File: src/rtl/exe_stage_pkg.sv
// Shared widths, payload layouts and divider encodings for the execute stage.
package exe_stage_pkg;

  localparam int ID_EXE_BUS_W  = 183;
  localparam int EXE_MEM_BUS_W = 103;
  localparam int EXE_FWD_BUS_W = 39;

  localparam logic [1:0] DIV_OP_DIV  = 2'b00;
  localparam logic [1:0] DIV_OP_MOD  = 2'b01;
  localparam logic [1:0] DIV_OP_DIVU = 2'b10;
  localparam logic [1:0] DIV_OP_MODU = 2'b11;

  typedef enum logic [1:0] {
    DIV_IDLE = 2'd0,
    DIV_BUSY = 2'd1,
    DIV_DONE = 2'd2
  } div_state_e;

  typedef struct packed {
    logic [11:0] alu_op;
    logic        div_en;
    logic [1:0]  div_op;
    logic [31:0] alu_src1;
    logic [31:0] alu_src2;
    logic [31:0] rkd_value;
    logic        mem_we;
    logic        res_from_mem;
    logic        gr_we;
    logic [4:0]  dest;
    logic [31:0] pc;
    logic [31:0] inst;
  } id_exe_t;

  typedef struct packed {
    logic        gr_we;
    logic        res_from_mem;
    logic [4:0]  dest;
    logic [31:0] pc;
    logic [31:0] inst;
    logic [31:0] result;
  } exe_mem_t;

  typedef struct packed {
    logic        fwd_valid;
    logic        is_load;
    logic [4:0]  dest;
    logic [31:0] result;
  } exe_fwd_t;

  // Magnitude of a value that is only treated as two's complement when sgn is set.
  function automatic logic [31:0] mag32(input logic [31:0] v, input logic sgn);
    return (sgn & v[31]) ? (~v + 32'd1) : v;
  endfunction

endpackage

File: src/rtl/alu.sv
// Combinational ALU; alu_op is one-hot:
// add, sub, slt, sltu, and, nor, or, xor, sll, srl, sra, lui (passes src2).
module alu (
  input  logic [11:0] alu_op,
  input  logic [31:0] alu_src1,
  input  logic [31:0] alu_src2,
  output logic [31:0] alu_result
);

  logic [31:0] sum, diff;
  logic        slt, sltu;
  logic [4:0]  sh;

  assign sum  = alu_src1 + alu_src2;
  assign diff = alu_src1 - alu_src2;
  assign slt  = $signed(alu_src1) < $signed(alu_src2);
  assign sltu = alu_src1 < alu_src2;
  assign sh   = alu_src2[4:0];

  always_comb begin
    alu_result = '0;
    unique case (1'b1)
      alu_op[0]:  alu_result = sum;
      alu_op[1]:  alu_result = diff;
      alu_op[2]:  alu_result = {31'd0, slt};
      alu_op[3]:  alu_result = {31'd0, sltu};
      alu_op[4]:  alu_result = alu_src1 & alu_src2;
      alu_op[5]:  alu_result = ~(alu_src1 | alu_src2);
      alu_op[6]:  alu_result = alu_src1 | alu_src2;
      alu_op[7]:  alu_result = alu_src1 ^ alu_src2;
      alu_op[8]:  alu_result = alu_src1 << sh;
      alu_op[9]:  alu_result = alu_src1 >> sh;
      alu_op[10]: alu_result = $unsigned($signed(alu_src1) >>> sh);
      alu_op[11]: alu_result = alu_src2;
      default:    alu_result = '0;
    endcase
  end

endmodule

File: src/rtl/exe_stage_div_unit.sv
// Iterative restoring divider on operand magnitudes, one quotient bit per cycle.
module div_unit
  import exe_stage_pkg::*;
#(
  parameter int DIV_ITER = 32
) (
  input  logic        clk,
  input  logic        rst,
  input  logic        start_i,
  input  logic        signed_i,
  input  logic [31:0] src1_i,
  input  logic [31:0] src2_i,
  input  logic        clear_i,
  output logic        done_o,
  output logic [31:0] quot_o,
  output logic [31:0] rem_o
);

  localparam int CW = $clog2(DIV_ITER + 1);

  div_state_e  state_q, state_d;
  logic [CW-1:0] cnt_q, cnt_d;
  logic [31:0] rem_q, rem_d, quo_q, quo_d, dvs_q, dvs_d;
  logic        q_neg_q, q_neg_d, r_neg_q, r_neg_d;

  logic [32:0] trial;
  logic [33:0] sub;
  logic        ge;

  // quo_q starts as the dividend and is shifted out as quotient bits shift in.
  assign trial = {rem_q, quo_q[31]};
  assign sub   = {1'b0, trial} - {2'b00, dvs_q};
  assign ge    = ~sub[33];

  always_comb begin
    state_d = state_q;
    cnt_d   = cnt_q;
    rem_d   = rem_q;
    quo_d   = quo_q;
    dvs_d   = dvs_q;
    q_neg_d = q_neg_q;
    r_neg_d = r_neg_q;
    unique case (state_q)
      DIV_IDLE: if (start_i) begin
        state_d = DIV_BUSY;
        cnt_d   = '0;
        rem_d   = '0;
        quo_d   = mag32(src1_i, signed_i);
        dvs_d   = mag32(src2_i, signed_i);
        // Divide-by-zero keeps the all-ones quotient unsigned-looking.
        q_neg_d = signed_i & (src1_i[31] ^ src2_i[31]) & (src2_i != '0);
        r_neg_d = signed_i & src1_i[31];
      end
      DIV_BUSY: begin
        rem_d = ge ? sub[31:0] : trial[31:0];
        quo_d = {quo_q[30:0], ge};
        cnt_d = cnt_q + CW'(1);
        if (cnt_q == CW'(DIV_ITER - 1)) state_d = DIV_DONE;
      end
      DIV_DONE: if (clear_i) state_d = DIV_IDLE;
      default:  state_d = DIV_IDLE;
    endcase
  end

  always_ff @(posedge clk or posedge rst) begin
    if (rst) begin
      state_q <= DIV_IDLE;
      cnt_q   <= '0;
      rem_q   <= '0;
      quo_q   <= '0;
      dvs_q   <= '0;
      q_neg_q <= 1'b0;
      r_neg_q <= 1'b0;
    end else begin
      state_q <= state_d;
      cnt_q   <= cnt_d;
      rem_q   <= rem_d;
      quo_q   <= quo_d;
      dvs_q   <= dvs_d;
      q_neg_q <= q_neg_d;
      r_neg_q <= r_neg_d;
    end
  end

  assign done_o = (state_q == DIV_DONE);
  assign quot_o = q_neg_q ? (~quo_q + 32'd1) : quo_q;
  assign rem_o  = r_neg_q ? (~rem_q + 32'd1) : rem_q;

endmodule

File: src/rtl/exe_stage.sv
// Execute stage: payload latch, ALU/divider result, data SRAM request and ID forwarding.
module exe_stage
  import exe_stage_pkg::*;
#(
  parameter int DIV_ITER = 32
) (
  input  logic                     clk,
  input  logic                     reset,
  output logic                     exe_allowin,
  input  logic                     id_exe_valid,
  input  logic [ID_EXE_BUS_W-1:0]  id_exe_bus,
  output logic                     exe_mem_valid,
  input  logic                     mem_allowin,
  output logic [EXE_MEM_BUS_W-1:0] exe_mem_bus,
  output logic [EXE_FWD_BUS_W-1:0] exe_fwd_bus,
  output logic                     data_sram_en,
  output logic [3:0]               data_sram_we,
  output logic [31:0]              data_sram_addr,
  output logic [31:0]              data_sram_wdata
);

  logic        exe_valid_q;
  id_exe_t     pl_q;
  logic        exe_ready_go, leave;
  logic        div_done;
  logic [31:0] div_quot, div_rem, alu_result, result;
  exe_mem_t    mem_out;
  exe_fwd_t    fwd_out;

  assign exe_ready_go  = ~pl_q.div_en | div_done;
  assign exe_allowin   = ~exe_valid_q | (exe_ready_go & mem_allowin);
  assign exe_mem_valid = exe_valid_q & exe_ready_go;
  assign leave         = exe_valid_q & exe_ready_go & mem_allowin;

  always_ff @(posedge clk or posedge reset) begin
    if (reset)            exe_valid_q <= 1'b0;
    else if (exe_allowin) exe_valid_q <= id_exe_valid;
  end

  // Payload is qualified by exe_valid_q, so it needs no reset.
  always_ff @(posedge clk) begin
    if (id_exe_valid & exe_allowin) pl_q <= id_exe_t'(id_exe_bus);
  end

  alu u_alu (
    .alu_op     (pl_q.alu_op),
    .alu_src1   (pl_q.alu_src1),
    .alu_src2   (pl_q.alu_src2),
    .alu_result (alu_result)
  );

  div_unit #(.DIV_ITER(DIV_ITER)) u_div (
    .clk      (clk),
    .rst      (reset),
    .start_i  (exe_valid_q & pl_q.div_en),
    .signed_i (pl_q.div_op inside {DIV_OP_DIV, DIV_OP_MOD}),
    .src1_i   (pl_q.alu_src1),
    .src2_i   (pl_q.alu_src2),
    .clear_i  (leave),
    .done_o   (div_done),
    .quot_o   (div_quot),
    .rem_o    (div_rem)
  );

  always_comb begin
    result = alu_result;
    if (pl_q.div_en)
      result = (pl_q.div_op inside {DIV_OP_MOD, DIV_OP_MODU}) ? div_rem : div_quot;
  end

  assign data_sram_en    = leave & (pl_q.res_from_mem | pl_q.mem_we);
  assign data_sram_we    = {4{pl_q.mem_we & data_sram_en}};
  assign data_sram_addr  = alu_result;
  assign data_sram_wdata = pl_q.rkd_value;

  always_comb begin
    mem_out.gr_we        = pl_q.gr_we;
    mem_out.res_from_mem = pl_q.res_from_mem;
    mem_out.dest         = pl_q.dest;
    mem_out.pc           = pl_q.pc;
    mem_out.inst         = pl_q.inst;
    mem_out.result       = result;
    fwd_out.fwd_valid    = exe_valid_q & pl_q.gr_we & exe_ready_go & (pl_q.dest != 5'd0);
    fwd_out.is_load      = exe_valid_q & pl_q.res_from_mem;
    fwd_out.dest         = pl_q.dest;
    fwd_out.result       = result;
  end

  assign exe_mem_bus = mem_out;
  assign exe_fwd_bus = fwd_out;

endmodule

File: config.mk
export PLATFORM = sky130hd
export DESIGN_NAME = exe_stage
export DESIGN_NICKNAME = d
export VERILOG_FILES = /design/src/rtl/exe_stage_pkg.sv /design/src/rtl/alu.sv /design/src/rtl/exe_stage_div_unit.sv /design/src/rtl/exe_stage.sv
export SDC_FILE = /design/constraint.sdc
export NUM_CORES = 1
export LEC_CHECK = 0
export ABC_AREA = 1
export BUFFER_PORTS_ARGS = -buffer_cell sky130_fd_sc_hd__buf_4
export CORE_MARGIN = 5
export CORE_UTILIZATION = 30
export DETAILED_ROUTE_END_ITERATION = 6
export SLEW_MARGIN = 40
export SYNTH_ARGS = -nofsm -noshare
export SYNTH_HDL_FRONTEND = slang
export SYNTH_SLANG_ARGS = --single-unit
File: constraint.sdc
create_clock -name clk -period 9.37 [get_ports clk]
set_input_delay 0.4685 -clock clk [delete_from_list [all_inputs] [get_ports clk]]
set_output_delay 0.4685 -clock clk [all_outputs]
set_load 0.05 [all_outputs]
# Word level (Yosys, flattened, before mapping)
# Cells that the tools add are included.
# word_totals
reg_bits	290
latchBits	0
ramBits	0
romBits	0
inputBits	187
out_inout_bits	213
mem_count	0
# op_classes
n_addsub	8
mul	0
div	0
magnitude_cmp	2
eq_ne	8
shifts	3
mux	18
n_bitwise	30
reduce_logical	10
# ops
operator	n
$pmux 32 s12	1
$mux 32	9
$not 32->32	5
$add 32x1->32 const B	4
$pmux 32 s2	2
$lt 32x32->1	2
$sub 33x32->34	1
$add 32x32->32	1
$and 32x32->32	1
$or 32x32->32	1
$reduce_bool 32->1	1
$shl 32x5->32	1
$shr 32x5->32	1
$sshr 32x5->32	1
$sub 32x32->32	1
$xor 32x32->32	1
$and 1x1->1	15
$pmux 6 s2	1
$add 6x1->6 const B	1
$eq 6x5->1 const B	1
$mux 2	3
$mux 6	1
$pmux 2 s3	1
$reduce_bool 2->1	3
other kinds (11)	20

# Logic depth before layout (Yosys ltp)
# logic_depth
depth_word	6
ltp_mapped	21

# By module
# Synthesis repeated with hierarchy kept, for this count alone.
# hier_totals
cells_unflattened	4590
area_unflattened_um2	29146.7
# modules_own_cells
mod	instances	cells_per_inst	area_each_um2
div_unit	1	1773	10781.6
alu	1	2224	10727.8
exe_stage	1	593	7637.3

# Worst setup path before layout
# No wires, ideal clock.
# synth_path
path_kind	flip-flop to flip-flop
startpoint	register pl_q[170] (netlist name)
endpoint	register pl_q (netlist bit data_sram_wdata[0]) (enable)
t_arrival_ns	8.363
setup_slack_ns	0.279
stages_incl_launch_ff	7
synth_period_minus_slack_ns	9.091
cell_sequence	edfxtp_1 > buf_2 > inv_1 > a21oi_1 > inv_1 > a21oi_1 > nor2_1
# synth_between
elab_chain_len	5
# synth_lines
element	line_no	text
from (decl)	exe_stage.sv:23	id_exe_t pl_q;
from (signal assigned)	exe_stage.sv:42	if (id_exe_valid & exe_allowin) pl_q <= id_exe_t'(id_exe_bus);
$not 1->1	exe_stage.sv:30	assign exe_ready_go = ~pl_q.div_en | div_done;
$or 1x1->1	exe_stage.sv:30	
$and 1x1->1	exe_stage.sv:31	assign exe_allowin = ~exe_valid_q | (exe_ready_go & mem_allowin);
$or 1x1->1	exe_stage.sv:31	
$and 1x1->1	exe_stage.sv:42	
# Every way passes these cells.
# A chain may end at the register's enable or synchronous reset.

# Worst setup path after layout
# layout_path
startpoint	register pl_q[107] (netlist name)
endpoint	output exe_mem_bus[17]
# layout_between
elab_chain_len	3
# layout_lines
element	line_no	text
$sub 32x32->32 (tied with other cells)	alu.sv:15	assign diff = alu_src1 - alu_src2;
$pmux 32 s12 *	alu.sv:22	unique case (1'b1)
$mux 32 *	exe_stage.sv:67	if (pl_q.div_en)
to (decl)	exe_stage.sv:14	output logic [EXE_MEM_BUS_W-1:0] exe_mem_bus,
# Every way passes the cells marked *; elsewhere a longest branch is shown, timed or not.

==> results_dict.tcl <==
set metrics [dict create \
    rr_endpoint "u_div.dvs_q[27]" \
    required_ns 8.90 \
    timing.rr.start "pl_q[105]" \
    rows 111 \
    synth_top_area_share 0.197 \
    finalHoldViolations 0 \
    max_stage_delay_ns 0.65 \
    antenna_found_initial 5 \
    min_period_ns 5.19 \
    io_pins 400 \
    crit_arrival_ns 4.72 \
    wl_per_cell_um 23.0 \
    postCtsResizedCells 0 \
    syn_to_final_growth_pct 21.5 \
    gp_routability_congestion 1.05 \
    fill_cells 10000 \
    slew_viol_final 0 \
    crit_path_max_fanout 41 \
    hold_class "input port to flop" \
    ys_ff_latch 290 \
    diodes 0 \
    critPathSlowestCell "o21ai_1" \
    chipHeight_um 315 \
    synth_edf_count 183 \
    ys_seq_area_frac 0.293 \
    cts_buffer_depth 3 \
    synthTopCellsByArea "edfxtp_1, nand2_1, nand3_1" \
    die_x_um 315 \
    whs_path_depth 1 \
    power_density_mw_per_mm2 253 \
    via_per_inst 5.23 \
    slew_headroom 0.363 \
    final_layout_size_suffix_gt1_frac 0.127 \
    finalPower_mw 8.58 \
    drv_cap 0 \
    insertion_delay_ns 0.62 \
    start_kind "flop" \
    crit_type "flop to output pin" \
    dpl-instance-area_sq_mm 0.0311 \
    synth_cell_type_count 62 \
    port_buffers 399 \
    p_leak_nw 16.4 \
    regArea_sq_mm 0.00817 \
    synth_area_sq_mm 0.0279 \
    cp_num_buf_inv 4 \
    dieArea_sq_mm 0.0991 \
    ff2ff_path_depth 8 \
    timing.final.crit_share 0.554 \
    setup_violations 0 \
    cts_tree "yes" \
    ys_warn_count 0 \
    ys.flop_type "edfxtp_1" \
    finalNetCount 4995 \
    core_sq_mm 0.0919 \
    clk_pin_slew_ns 0.07 \
    synth.avg_cell_area_sq_um 6.44 \
    design_area_sq_mm 0.0339 \
    setup_tns_ns 0 \
    wl_mm 136 \
    fin_ws_ns 4.18 \
    grt_pass1_vias 29100 \
    grt_pass1_wl_mm 195 \
    async_flop_share 0.369 \
    max_freq_ghz 0.193 \
    synth.net_count 4658 \
    outcome "finished clean" \
    min_to "pl_q[168]" \
    end_kind "output pin" \
    worstMarginPinSlew_ns 0.948 \
    dr_total_vias 31100 \
    dr.pass1.iters 6 \
    fin_util 0.368 \
    start_util 0.303 \
    dpl.hpwl_mm 107 \
    dp_slack_ns 4.91 \
    grt_usage 0.264 \
    synthCells 4328 \
    multiInputGateArea_sq_mm 0.0159 \
    drt_iter0_drc 3683 \
    drcViolationCount 0 \
    cts_buffers 38 \
    regToRegSetupSlack_ns 6.16 \
    rsz0062_at_grt "false" \
    path_delay_family "simple AND/OR/NAND/NOR gates" \
    synth.largest_area_cell "edfxtp_1" \
    cts-root-buf "clkbuf_16" \
    peakVddDrop_mv 0.167 \
    cp_cell_sequence "buf_4, inv_1, buf_4, ha_1, nor2_1, nand3_1, nand3_1, nand2_1, nand2_1, nand2_1, nand3_1, nand3_1, nand2_1, nor2_1, o21ai_1, buf_4" \
    ant_nets 0 \
    grt_max_degree 147 \
    hold_start "id_exe_bus[168]" \
    htreeDepth 2 \
    overflow 0 \
    cts.sinks 290 \
    fin_skew_ns 0.0246 \
]
## cell usage in the layout (no fill, tap or decap), types with 11 or more instances in the layout
master / count
xnor2_1: 11
xor2_1: 43
buf_4: 461
o21ai_0: 201
and2_1: 19
dfrtp_1: 107
nor2_2: 15
nand4_1: 57
o211ai_1: 24
inv_1: 527
nor3_1: 52
nor2_1: 320
a21oi_1: 175
ha_1: 140
nand2_1: 1378
clkbuf_16: 38
o21ai_1: 33
edfxtp_1: 183
dlygate4sd3_1: 141
o21bai_1: 15
o22ai_1: 34
o221ai_1: 24
nand3_1: 538
## logic make-up after synthesis
| kind of cell | share of synthesized area |
|---|---|
| compound gates | 0.116 |
| fa+ha+maj | 0.0650 |
| xor+xnor | 0.0170 |
| simple gates | 0.370 |
| buf+inv | 0.138 |
| flops | 0.293 |
## what timing repair did
item | in CTS | in global routing
buffers inserted | 0 | 0
hold buffers | 141 | 0
endpoints found under the hold margin | 187 | 0
## metal layers
layer  wire (um)  track usage
met5          25            0
met4        4730       0.0821
met3       15300       0.0736
met2       58100        0.404
met1       58100        0.362
## flip-flops by register name (all words and copies together) (netlist names)
signal / cells
u_div.rem_q: 32
exe_fwd_bus: 5
pl_q: 80
u_div.cnt_q: 6
exe_valid_q: 1
u_div.quo_q: 32
u_div.state_q: 2
u_div.q_neg_q: 1
exe_mem_bus: 66
u_div.dvs_q: 32
data_sram_wdata: 32
u_div.r_neg_q: 1
## final cells by class
type | count | share of cell area
Timing Repair Buffer | 605 | 0.146
Clock buffer | 44 | 0.0290
Inverter | 536 | 0.0596
Clock inverter | 26 | 0.00894
Sequential cell | 290 | 0.241
Multi-Input combinational cell | 3194 | 0.469
Tap cell | 1243 | 0.0459
## metrics by stage
stage               instances  hold slack [ns]
finish                   5938           0.0372
global route             5938           0.0175
CTS                      5937        0.0000864
detailed placement       5726            0.473
global placement         5726            0.473
floorplan                4328            0.449
## report_power, final
group          internal, mW  switching, mW
Clock                 0.858          0.676
Combinational          1.52           3.60
Sequential             1.66          0.261
## worst max-delay path by stage
stage | from | end | cells after the start | slack [ns]
final | pl_q[107] | exe_mem_bus[17] | 16 | 4.18
after global routing | pl_q[107] | exe_mem_bus[17] | 16 | 3.99
after CTS | pl_q[107] | exe_mem_bus[17] | 16 | 4.21
after detailed placement | pl_q[107] | exe_mem_bus[17] | 16 | 4.91
after global placement | pl_q[107] | exe_mem_bus[18] | 19 | 4.77
after floorplan | pl_q[170] | data_sram_wdata[0] | 6 | 0.28
## Yosys cell counts (all sizes together) (34+ instances only)
cell and number:
a21oi 176, buf 228, clkbuf 80, dfrtp 107
edfxtp 183, ha 140, inv 534, nand2 1385
nand3 543, nand4 58, nor2 344, nor3 60
o21ai 244, o22ai 34, xor2 43
Note: power is estimated with default switching activity, not from simulation.
